File: src/rtl/uart_cmd_pkg.sv
// Shared constants and FSM state type for the UART command controller.
// Holds the frame marker, response bytes and the cmd_state_t enum.
package uart_cmd_pkg;

    localparam logic [7:0] SYNC_BYTE = 8'hA5;
    localparam logic [7:0] ACK_BYTE  = 8'h06;
    localparam logic [7:0] NAK_BYTE  = 8'h15;

    typedef enum logic [2:0] {
        S_IDLE,
        S_CMD,
        S_DATA,
        S_CHK,
        S_RESP
    } cmd_state_t;

endpackage

File: src/rtl/uart_cmd_ctrl_if.sv
// Byte stream bundle between the UART PHY side and the command controller.
// master: host/PHY side (drives rx_*, tx_ready); slave: controller.
interface uart_cmd_ctrl_if;

    logic [7:0] rx_data;
    logic       rx_valid;
    logic [7:0] tx_data;
    logic       tx_valid;
    logic       tx_ready;

    modport master (
        output rx_data,
        output rx_valid,
        input  tx_data,
        input  tx_valid,
        output tx_ready
    );

    modport slave (
        input  rx_data,
        input  rx_valid,
        output tx_data,
        output tx_valid,
        input  tx_ready
    );

endinterface

File: src/rtl/uart_cmd_regbank.sv
// NREGS x 8-bit configuration storage with one synchronous write port.
// Ports: clk, rst, wr_en_i/wr_addr_i/wr_data_i, rd_addr_i -> rd_data_o, cfg_regs_o.
module uart_cmd_regbank #(
    parameter int NREGS = 8
) (
    input  logic                 clk,
    input  logic                 rst,
    input  logic                 wr_en_i,
    input  logic [6:0]           wr_addr_i,
    input  logic [7:0]           wr_data_i,
    input  logic [6:0]           rd_addr_i,
    output logic [7:0]           rd_data_o,
    output logic [8*NREGS-1:0]   cfg_regs_o
);

    logic [8*NREGS-1:0] regs_q;

    logic wr_ok;
    logic rd_ok;

    // Addresses are 7 bits wide but the bank may be smaller.
    assign wr_ok = {1'b0, wr_addr_i} < 8'(NREGS);
    assign rd_ok = {1'b0, rd_addr_i} < 8'(NREGS);

    always_ff @(posedge clk) begin
        if (rst) begin
            regs_q <= '0;
        end else if (wr_en_i && wr_ok) begin
            regs_q[8*int'(wr_addr_i) +: 8] <= wr_data_i;
        end
    end

    assign rd_data_o  = rd_ok ? regs_q[8*int'(rd_addr_i) +: 8] : 8'h00;
    assign cfg_regs_o = regs_q;

endmodule

File: src/rtl/uart_cmd_ctrl.sv
// Frame parser behind the UART RX: read/write config registers, one reply byte.
// Ports: clk, rst, bus (rx/tx stream), cfg_regs, wr_strobe, wr_addr, err_count, busy.
module uart_cmd_ctrl
    import uart_cmd_pkg::*;
#(
    parameter int NREGS          = 8,
    parameter int TIMEOUT_CYCLES = 50000
) (
    input  logic                clk,
    input  logic                rst,
    uart_cmd_ctrl_if.slave      bus,
    output logic [8*NREGS-1:0]  cfg_regs,
    output logic                wr_strobe,
    output logic [6:0]          wr_addr,
    output logic [7:0]          err_count,
    output logic                busy
);

    localparam int TW = $clog2(TIMEOUT_CYCLES + 1);

    cmd_state_t state_q, state_d;

    logic [7:0]    cmd_q, cmd_d;
    logic [7:0]    data_q, data_d;
    logic [7:0]    tx_data_q, tx_data_d;
    logic          wr_strobe_q, wr_strobe_d;
    logic [6:0]    wr_addr_q, wr_addr_d;
    logic [7:0]    err_q, err_d;
    logic [TW-1:0] tmo_q, tmo_d;

    logic       err_inc;
    logic       we;
    logic       tmo_hit;
    logic       addr_ok;
    logic       chk_ok;
    logic [7:0] rd_data;

    uart_cmd_regbank #(
        .NREGS(NREGS)
    ) u_regbank (
        .clk       (clk),
        .rst       (rst),
        .wr_en_i   (we),
        .wr_addr_i (cmd_q[6:0]),
        .wr_data_i (data_q),
        .rd_addr_i (cmd_q[6:0]),
        .rd_data_o (rd_data),
        .cfg_regs_o(cfg_regs)
    );

    assign tmo_hit = tmo_q == TW'(TIMEOUT_CYCLES - 1);
    assign addr_ok = {1'b0, cmd_q[6:0]} < 8'(NREGS);

    // Writes check CMD^DATA, reads check ~CMD.
    assign chk_ok = cmd_q[7] ? (bus.rx_data == (cmd_q ^ data_q))
                             : (bus.rx_data == ~cmd_q);

    always_comb begin
        state_d     = state_q;
        cmd_d       = cmd_q;
        data_d      = data_q;
        tx_data_d   = tx_data_q;
        wr_strobe_d = 1'b0;
        wr_addr_d   = wr_addr_q;
        tmo_d       = '0;
        err_inc     = 1'b0;
        we          = 1'b0;

        if (state_q == S_CMD || state_q == S_DATA || state_q == S_CHK) begin
            tmo_d = bus.rx_valid ? '0 : tmo_q + 1'b1;
        end

        unique case (state_q)
            S_IDLE: begin
                if (bus.rx_valid && bus.rx_data == SYNC_BYTE) begin
                    state_d = S_CMD;
                end
            end
            S_CMD: begin
                if (bus.rx_valid) begin
                    cmd_d   = bus.rx_data;
                    state_d = bus.rx_data[7] ? S_DATA : S_CHK;
                end else if (tmo_hit) begin
                    state_d = S_IDLE;
                    err_inc = 1'b1;
                end
            end
            S_DATA: begin
                if (bus.rx_valid) begin
                    data_d  = bus.rx_data;
                    state_d = S_CHK;
                end else if (tmo_hit) begin
                    state_d = S_IDLE;
                    err_inc = 1'b1;
                end
            end
            S_CHK: begin
                if (bus.rx_valid) begin
                    state_d = S_RESP;
                    if (chk_ok && addr_ok) begin
                        if (cmd_q[7]) begin
                            we          = 1'b1;
                            wr_strobe_d = 1'b1;
                            wr_addr_d   = cmd_q[6:0];
                            tx_data_d   = ACK_BYTE;
                        end else begin
                            tx_data_d = rd_data;
                        end
                    end else begin
                        tx_data_d = NAK_BYTE;
                        err_inc   = 1'b1;
                    end
                end else if (tmo_hit) begin
                    state_d = S_IDLE;
                    err_inc = 1'b1;
                end
            end
            S_RESP: begin
                // No input backpressure: a byte here is lost.
                if (bus.rx_valid) begin
                    err_inc = 1'b1;
                end
                if (bus.tx_ready) begin
                    state_d = S_IDLE;
                end
            end
            default: state_d = S_IDLE;
        endcase

        err_d = (err_inc && err_q != 8'hFF) ? err_q + 8'd1 : err_q;
    end

    always_ff @(posedge clk) begin
        if (rst) begin
            state_q     <= S_IDLE;
            cmd_q       <= '0;
            data_q      <= '0;
            tx_data_q   <= '0;
            wr_strobe_q <= 1'b0;
            wr_addr_q   <= '0;
            err_q       <= '0;
            tmo_q       <= '0;
        end else begin
            state_q     <= state_d;
            cmd_q       <= cmd_d;
            data_q      <= data_d;
            tx_data_q   <= tx_data_d;
            wr_strobe_q <= wr_strobe_d;
            wr_addr_q   <= wr_addr_d;
            err_q       <= err_d;
            tmo_q       <= tmo_d;
        end
    end

    assign bus.tx_data  = tx_data_q;
    assign bus.tx_valid = state_q == S_RESP;
    assign wr_strobe    = wr_strobe_q;
    assign wr_addr      = wr_addr_q;
    assign err_count    = err_q;
    assign busy         = state_q != S_IDLE;

endmodule

File: src/flat_wrapper.sv
// flat-port wrapper written by rule: the top's interface ports become plain ports
module uart_cmd_ctrl_flat import uart_cmd_pkg::*;
#(
    parameter int NREGS          = 8,
    parameter int TIMEOUT_CYCLES = 50000
)
  (clk, rst, cfg_regs, wr_strobe, wr_addr, err_count, busy, bus_rx_data, bus_rx_valid, bus_tx_data, bus_tx_valid, bus_tx_ready);
  uart_cmd_ctrl_if bus_i ();
  input  logic clk;
  input  logic rst;
  output logic [8*NREGS-1:0] cfg_regs;
  output logic wr_strobe;
  output logic [6:0] wr_addr;
  output logic [7:0] err_count;
  output logic busy;
  input wire logic [$bits(bus_i.rx_data)-1:0] bus_rx_data;
  input wire logic [$bits(bus_i.rx_valid)-1:0] bus_rx_valid;
  output wire logic [$bits(bus_i.tx_data)-1:0] bus_tx_data;
  output wire logic [$bits(bus_i.tx_valid)-1:0] bus_tx_valid;
  input wire logic [$bits(bus_i.tx_ready)-1:0] bus_tx_ready;
  assign bus_i.rx_data = bus_rx_data;
  assign bus_i.rx_valid = bus_rx_valid;
  assign bus_tx_data = bus_i.tx_data;
  assign bus_tx_valid = bus_i.tx_valid;
  assign bus_i.tx_ready = bus_tx_ready;
  uart_cmd_ctrl #(.NREGS(NREGS), .TIMEOUT_CYCLES(TIMEOUT_CYCLES)) u_core (.clk(clk), .rst(rst), .bus(bus_i), .cfg_regs(cfg_regs), .wr_strobe(wr_strobe), .wr_addr(wr_addr), .err_count(err_count), .busy(busy));
endmodule
File: config.mk
export PLATFORM = sky130hd
export DESIGN_NAME = uart_cmd_ctrl_flat
export DESIGN_NICKNAME = d
export VERILOG_FILES = /design/src/rtl/uart_cmd_pkg.sv /design/src/rtl/uart_cmd_ctrl_if.sv /design/src/rtl/uart_cmd_regbank.sv /design/src/rtl/uart_cmd_ctrl.sv /design/src/flat_wrapper.sv
export SDC_FILE = /design/constraint.sdc
export NUM_CORES = 1
export LEC_CHECK = 0
export BUFFER_PORTS_ARGS = -buffer_cell sky130_fd_sc_hd__buf_4
export CAP_MARGIN = 40
export CORE_ASPECT_RATIO = 0.6
export CORE_MARGIN = 2
export CORE_UTILIZATION = 55
export CTS_CLUSTER_SIZE = 28
export DETAILED_ROUTE_END_ITERATION = 12
export HOLD_SLACK_MARGIN = 0.08
export PLACE_DENSITY = 0.89
export SYNTH_ARGS = -nofsm -noshare
export SYNTH_HDL_FRONTEND = slang
export SYNTH_SLANG_ARGS = --single-unit
File: constraint.sdc
create_clock -name clk -period 6.65 [get_ports clk]
set_input_delay 0.665 -clock clk [delete_from_list [all_inputs] [get_ports clk]]
set_output_delay 0.665 -clock clk [all_outputs]
set_load 0.02 [all_outputs]
==> key figures <==
Worst hold path
  – Min-Delay Path Class: reg -> reg
  – Source of the worst hold timing path: u_core.bus.tx_data[3]

Power and ir drop
  – Net Switching: 351 µW
  – Clock network power share: around 54%
  – Share of power burned in registers: 43.4%
  – Static Leak: 0.00270 µW
  – Internal portion of total power: 1350 µW
  – Fraction of power spent switching nets: 20.6%
  – Proportion of power drawn by combinational gates: about 2.3%
  – Peak VDD IR: roughly 0.2 mV
  – Power Density: 229 nW/µm²
  – Overall Power: 1700 µW

Status
  – Outcome: finished clean

STA
  – Maximum operating frequency: around 0.28 GHz
  – Worst Skew: 0.00653 ns
  – Total negative slack: 0 ns
  – Final period utilization: 52.8%
  – Worst rel slew slack: 34.4%
  – Final hold violation count: 0
  – Setup repair after global routing missed its margin: no
  – Number of slew-limit violations in the final report: 0
  – Worst hold margin: 0.463 ns
  – Slew at the pin with the worst max-slew slack: 0.977 ns
  – Time the worst path needs with I/O delays and setup: roughly 3.5 ns
  – Final Setup Violations: 0

Synthesis
  – Warnings from Yosys: 0
  – Distinct cells, synth: between 50 and 60
  – Area share of the largest cell type after synthesis: around two fifths
  – Area leader, netlist: sky130_fd_sc_hd__dfxtp_1
  – FF+latch count, synth: 123
  – Net count after synthesis: 682
  – Post-synth design cell area: between 6000 and 7000 µm²
  – FFs w/ async S/R, synth: 0%
  – Ys flop type: sky130_fd_sc_hd__dfxtp_1
  – Cells after synthesis: 666
  – Sequential-to-total area share from yosys stat: between 40% and 50%
  – Post-synthesis area per instance: 9.02 µm²
  – Count of flip-flops with a built-in enable after synthesis: 0
  – Biggest area contributors in the synthesized netlist: sky130_fd_sc_hd__dfxtp_1 41%, sky130_fd_sc_hd__mux2i_1 7.5%, sky130_fd_sc_hd__mux4_2 6.0%

Finish
  – Fill cell count: 728
  – Number of nets in the final layout: 769
  – Signed area change from the synthesized netlist to the final layout: 23.9%
  – Antenna diodes: 0
  – Post-route core utilization: a little over two thirds
  – Layout cell share with drive strength beyond 1: 22.5%
  – Design area: 7440 µm²

Worst setup path
  – Critical path required time: 6.99 ns
  – Element type at the critical path end: register
  – Critical path's slowest cell: sky130_fd_sc_hd__dfxtp_1
  – Crit Path Category: reg -> reg
  – Largest stage delay on the critical path: 0.93 ns
  – Cell seen most often among critical-path stages: sky130_fd_sc_hd__nor4_4
  – Largest fanout of any net on the critical path: 17
  – CP Launch Type: register
  – Crit path cell chain: xor2_2 > xnor2_1 > nor4_4 > nand4_4 > nor4_4 > mux2i_1
  – Data arrival time at the worst-slack endpoint: 3.85 ns
  – Launch point of the worst path: u_core.cmd_q[2]
  – Startpoint of the worst register-to-register path: u_core.cmd_q[2]

Routing
  – Antenna Violating Nets Remaining: 0
  – Detailed Route Iter0 Violations: 618
  – Final wirelength: 18,400 µm
  – Wire length per cell after detailed routing: 20.4 µm
  – Vias per inst: 6.29
  – Vias after detailed routing: around 5.7k
  – Post-route DRC: 0
  – First drt pass iteration count: 5

Clock network
  – Maximum number of buffers from clock root to sink: 2
  – TritonCTS buffer count: 17
  – CTS Hold Bufs: 0
  – TritonCTS clock tree: built
  – Latest clock arrival within the worst-skew pair: about 0.42 ns
  – Post-CTS setup buffer count: 0
  – Root buffer cell: sky130_fd_sc_hd__clkbuf_16
  – H-tree levels: 4
  – Num Clock Sinks: 123
  – CTS clock-pin slew for the worst setup and hold paths: 0.06 ns
  – Count of cells resized by post-cts repair: 0

Global route
  – Maximum number of pins on one net before global-route repair: 75
  – Vias in the first global route: 5,456
  – Overflow left after global routing: 0
  – Overall global routing resource usage: 31.3%
  – Antenna violations before repair: 0
  – Global-route wire length before repair: 28,800 µm

Placement
  – Final GP Congestion: 0.944
  – HPWL after detailed placement: roughly 13,000 µm
  – Number of input and output port buffers inserted: 101
  – Placement Cell Area: 6870 µm²

Floorplanning
  – Number of standard-cell rows in the floorplan: 29
  – Area of the placeable core: 10,600 µm²
  – Overall die height: 85.0 µm
  – Die Outline Area: roughly 12,000 µm²
  – Total I/O pin count: roughly 100
  – Width of the die: between 100 and 150 µm
  – Initial cell density of the core: 56.7%

Flow run
  – Max-Cap Viols: 0
## power by group through the flow
stage          sequential, µW  combinational (µW)  clock, µW
3_5_place_dp              754                37.5          0
2_1_floorplan             753                21.5          0
6_report                  738                39.2        924
3_3_place_gp              754                34.3          0
5_1_grt                   738                41.0        956
4_1_cts                   738                38.0        921
## Yosys cell counts, types with 2 or more instances
cell and instances:
sky130_fd_sc_hd__nand2_1 64, sky130_fd_sc_hd__mux2i_1 45, sky130_fd_sc_hd__and2_1 5, sky130_fd_sc_hd__buf_1 5
sky130_fd_sc_hd__buf_2 5, sky130_fd_sc_hd__nor2_1 59, sky130_fd_sc_hd__nand2b_1 37, sky130_fd_sc_hd__nor2b_1 45
sky130_fd_sc_hd__nand3_1 12, sky130_fd_sc_hd__a211oi_1 6, sky130_fd_sc_hd__a21oi_1 25, sky130_fd_sc_hd__xnor2_1 16
sky130_fd_sc_hd__nor4b_1 2, sky130_fd_sc_hd__mux2_2 6, sky130_fd_sc_hd__o21ai_0 67, sky130_fd_sc_hd__nor4_1 4
sky130_fd_sc_hd__or2_2 3, sky130_fd_sc_hd__nand4b_1 4, sky130_fd_sc_hd__buf_4 2, sky130_fd_sc_hd__nand4_1 6
sky130_fd_sc_hd__nor4_4 3, sky130_fd_sc_hd__or2_0 5, sky130_fd_sc_hd__dfxtp_1 123, sky130_fd_sc_hd__ha_1 4
sky130_fd_sc_hd__xor2_1 12, sky130_fd_sc_hd__or3_1 8, sky130_fd_sc_hd__mux4_2 16, sky130_fd_sc_hd__nor3_1 8
sky130_fd_sc_hd__or4b_1 2, sky130_fd_sc_hd__or4_1 4, sky130_fd_sc_hd__clkbuf_1 29, sky130_fd_sc_hd__and4_1 2
sky130_fd_sc_hd__and3_1 4, sky130_fd_sc_hd__inv_1 10, sky130_fd_sc_hd__o21ai_1 2
## worst max-delay path: cells and delay by family, from the launching register on
| kind | cells | cell delay (ns) |
|---|---|---|
| xor+xnor | 2 | 0.37 |
| flops | 1 | 0.93 |
| mux | 1 | 0.31 |
| simple gates | 3 | 1.82 |
## through the flow
| stage | worst slack (ns) | std cells |
|---|---|---|
| 2_1_floorplan | 3.58 | 666 |
| 3_5_place_dp | 3.28 | 873 |
| 3_3_place_gp | 2.63 | 868 |
| 6_report | 3.14 | 902 |
| 5_1_grt | 2.96 | 902 |
| 4_1_cts | 3.25 | 902 |
## sequential cells by signal, indices dropped and copies added (netlist names)
register	count
u_core.u_regbank.cfg_regs_o	64
u_core.tmo_q	16
u_core.bus.tx_data	8
u_core.cmd_q	8
u_core.data_q	8
u_core.err_count	8
u_core.wr_addr	7
u_core.state_q	3
u_core.wr_strobe	1
## cell type report
| cell class | instances | area (µm²) | share of cell area (%) |
|---|---|---|---|
| Multi-Input combinational cell | 492 | 3340 | 44.9 |
| Sequential cell | 123 | 2460 | 33.1 |
| Timing Repair Buffer | 109 | 851 | 11.4 |
| Clock buffer | 20 | 457 | 6.13 |
| Tap cell | 139 | 174 | 2.34 |
| Clock inverter | 9 | 123 | 1.65 |
| Inverter | 10 | 37.5 | 0.504 |
## kinds of logic (layout without fill, tap and decap cells)
| group | count (synthesis) | after routing | share of synthesized area (%) |
|---|---|---|---|
| AO/OA/AOI/OAI | 107 | 107 | 9.66 |
| XOR/XNOR | 29 | 29 | 4.35 |
| adder cells (fa/ha/maj) | 4 | 4 | 0.833 |
| buffers and inverters | 51 | 148 | 3.42 |
| flip-flops | 123 | 123 | 41.0 |
| multiplexers | 68 | 68 | 14.8 |
| AND/OR/NAND/NOR | 284 | 284 | 25.9 |
## layout by cell type (no fill, tap or decap), types with 4 or more instances in the layout
| cell type | Yosys | routed |
|---|---|---|
| sky130_fd_sc_hd__nand4_1 | 6 | 6 |
| sky130_fd_sc_hd__o21ai_0 | 67 | 67 |
| sky130_fd_sc_hd__nor2_1 | 59 | 59 |
| sky130_fd_sc_hd__clkinv_2 | 0 | 5 |
| sky130_fd_sc_hd__nor4_1 | 4 | 4 |
| sky130_fd_sc_hd__and3_1 | 4 | 4 |
| sky130_fd_sc_hd__ha_1 | 4 | 4 |
| sky130_fd_sc_hd__a21oi_1 | 25 | 25 |
| sky130_fd_sc_hd__xnor2_1 | 16 | 16 |
| sky130_fd_sc_hd__dfxtp_1 | 123 | 123 |
| sky130_fd_sc_hd__or4_1 | 4 | 4 |
| sky130_fd_sc_hd__nor2b_1 | 45 | 45 |
| sky130_fd_sc_hd__mux2i_1 | 45 | 45 |
| sky130_fd_sc_hd__mux4_2 | 16 | 16 |
| sky130_fd_sc_hd__clkbuf_16 | 0 | 17 |
| sky130_fd_sc_hd__or3_1 | 8 | 8 |
| sky130_fd_sc_hd__and2_1 | 5 | 5 |
| sky130_fd_sc_hd__xor2_1 | 12 | 12 |
| sky130_fd_sc_hd__buf_4 | 2 | 105 |
| sky130_fd_sc_hd__mux2_2 | 6 | 6 |
| sky130_fd_sc_hd__nand2b_1 | 37 | 37 |
| sky130_fd_sc_hd__a211oi_1 | 6 | 6 |
| sky130_fd_sc_hd__nand2_1 | 64 | 64 |
| sky130_fd_sc_hd__nand4b_1 | 4 | 4 |
| sky130_fd_sc_hd__inv_1 | 10 | 10 |
| sky130_fd_sc_hd__nor3_1 | 8 | 8 |
| sky130_fd_sc_hd__or2_0 | 5 | 5 |
| sky130_fd_sc_hd__nand3_1 | 12 | 12 |
## per-layer routing
metal	up-vias	share of wire [%]	GRT usage (%)
met5	-	0	0
met4	0	2.7	12.7
met3	74	12	9.31
met2	389	44	47.4
met1	2728	42	42.4
li1	2479	-	-
## path summary, 6_finish.rpt
path	endpoint	slack (ns)	depth (start not counted)
max	u_core.u_regbank.cfg_regs_o[22]	3.14	6
min	u_core.bus.tx_data[3]	0.46	2
max reg2reg	u_core.u_regbank.cfg_regs_o[22]	3.14	6
min reg2reg	u_core.bus.tx_data[3]	0.46	2
Note: power is estimated with default switching activity, not from simulation.
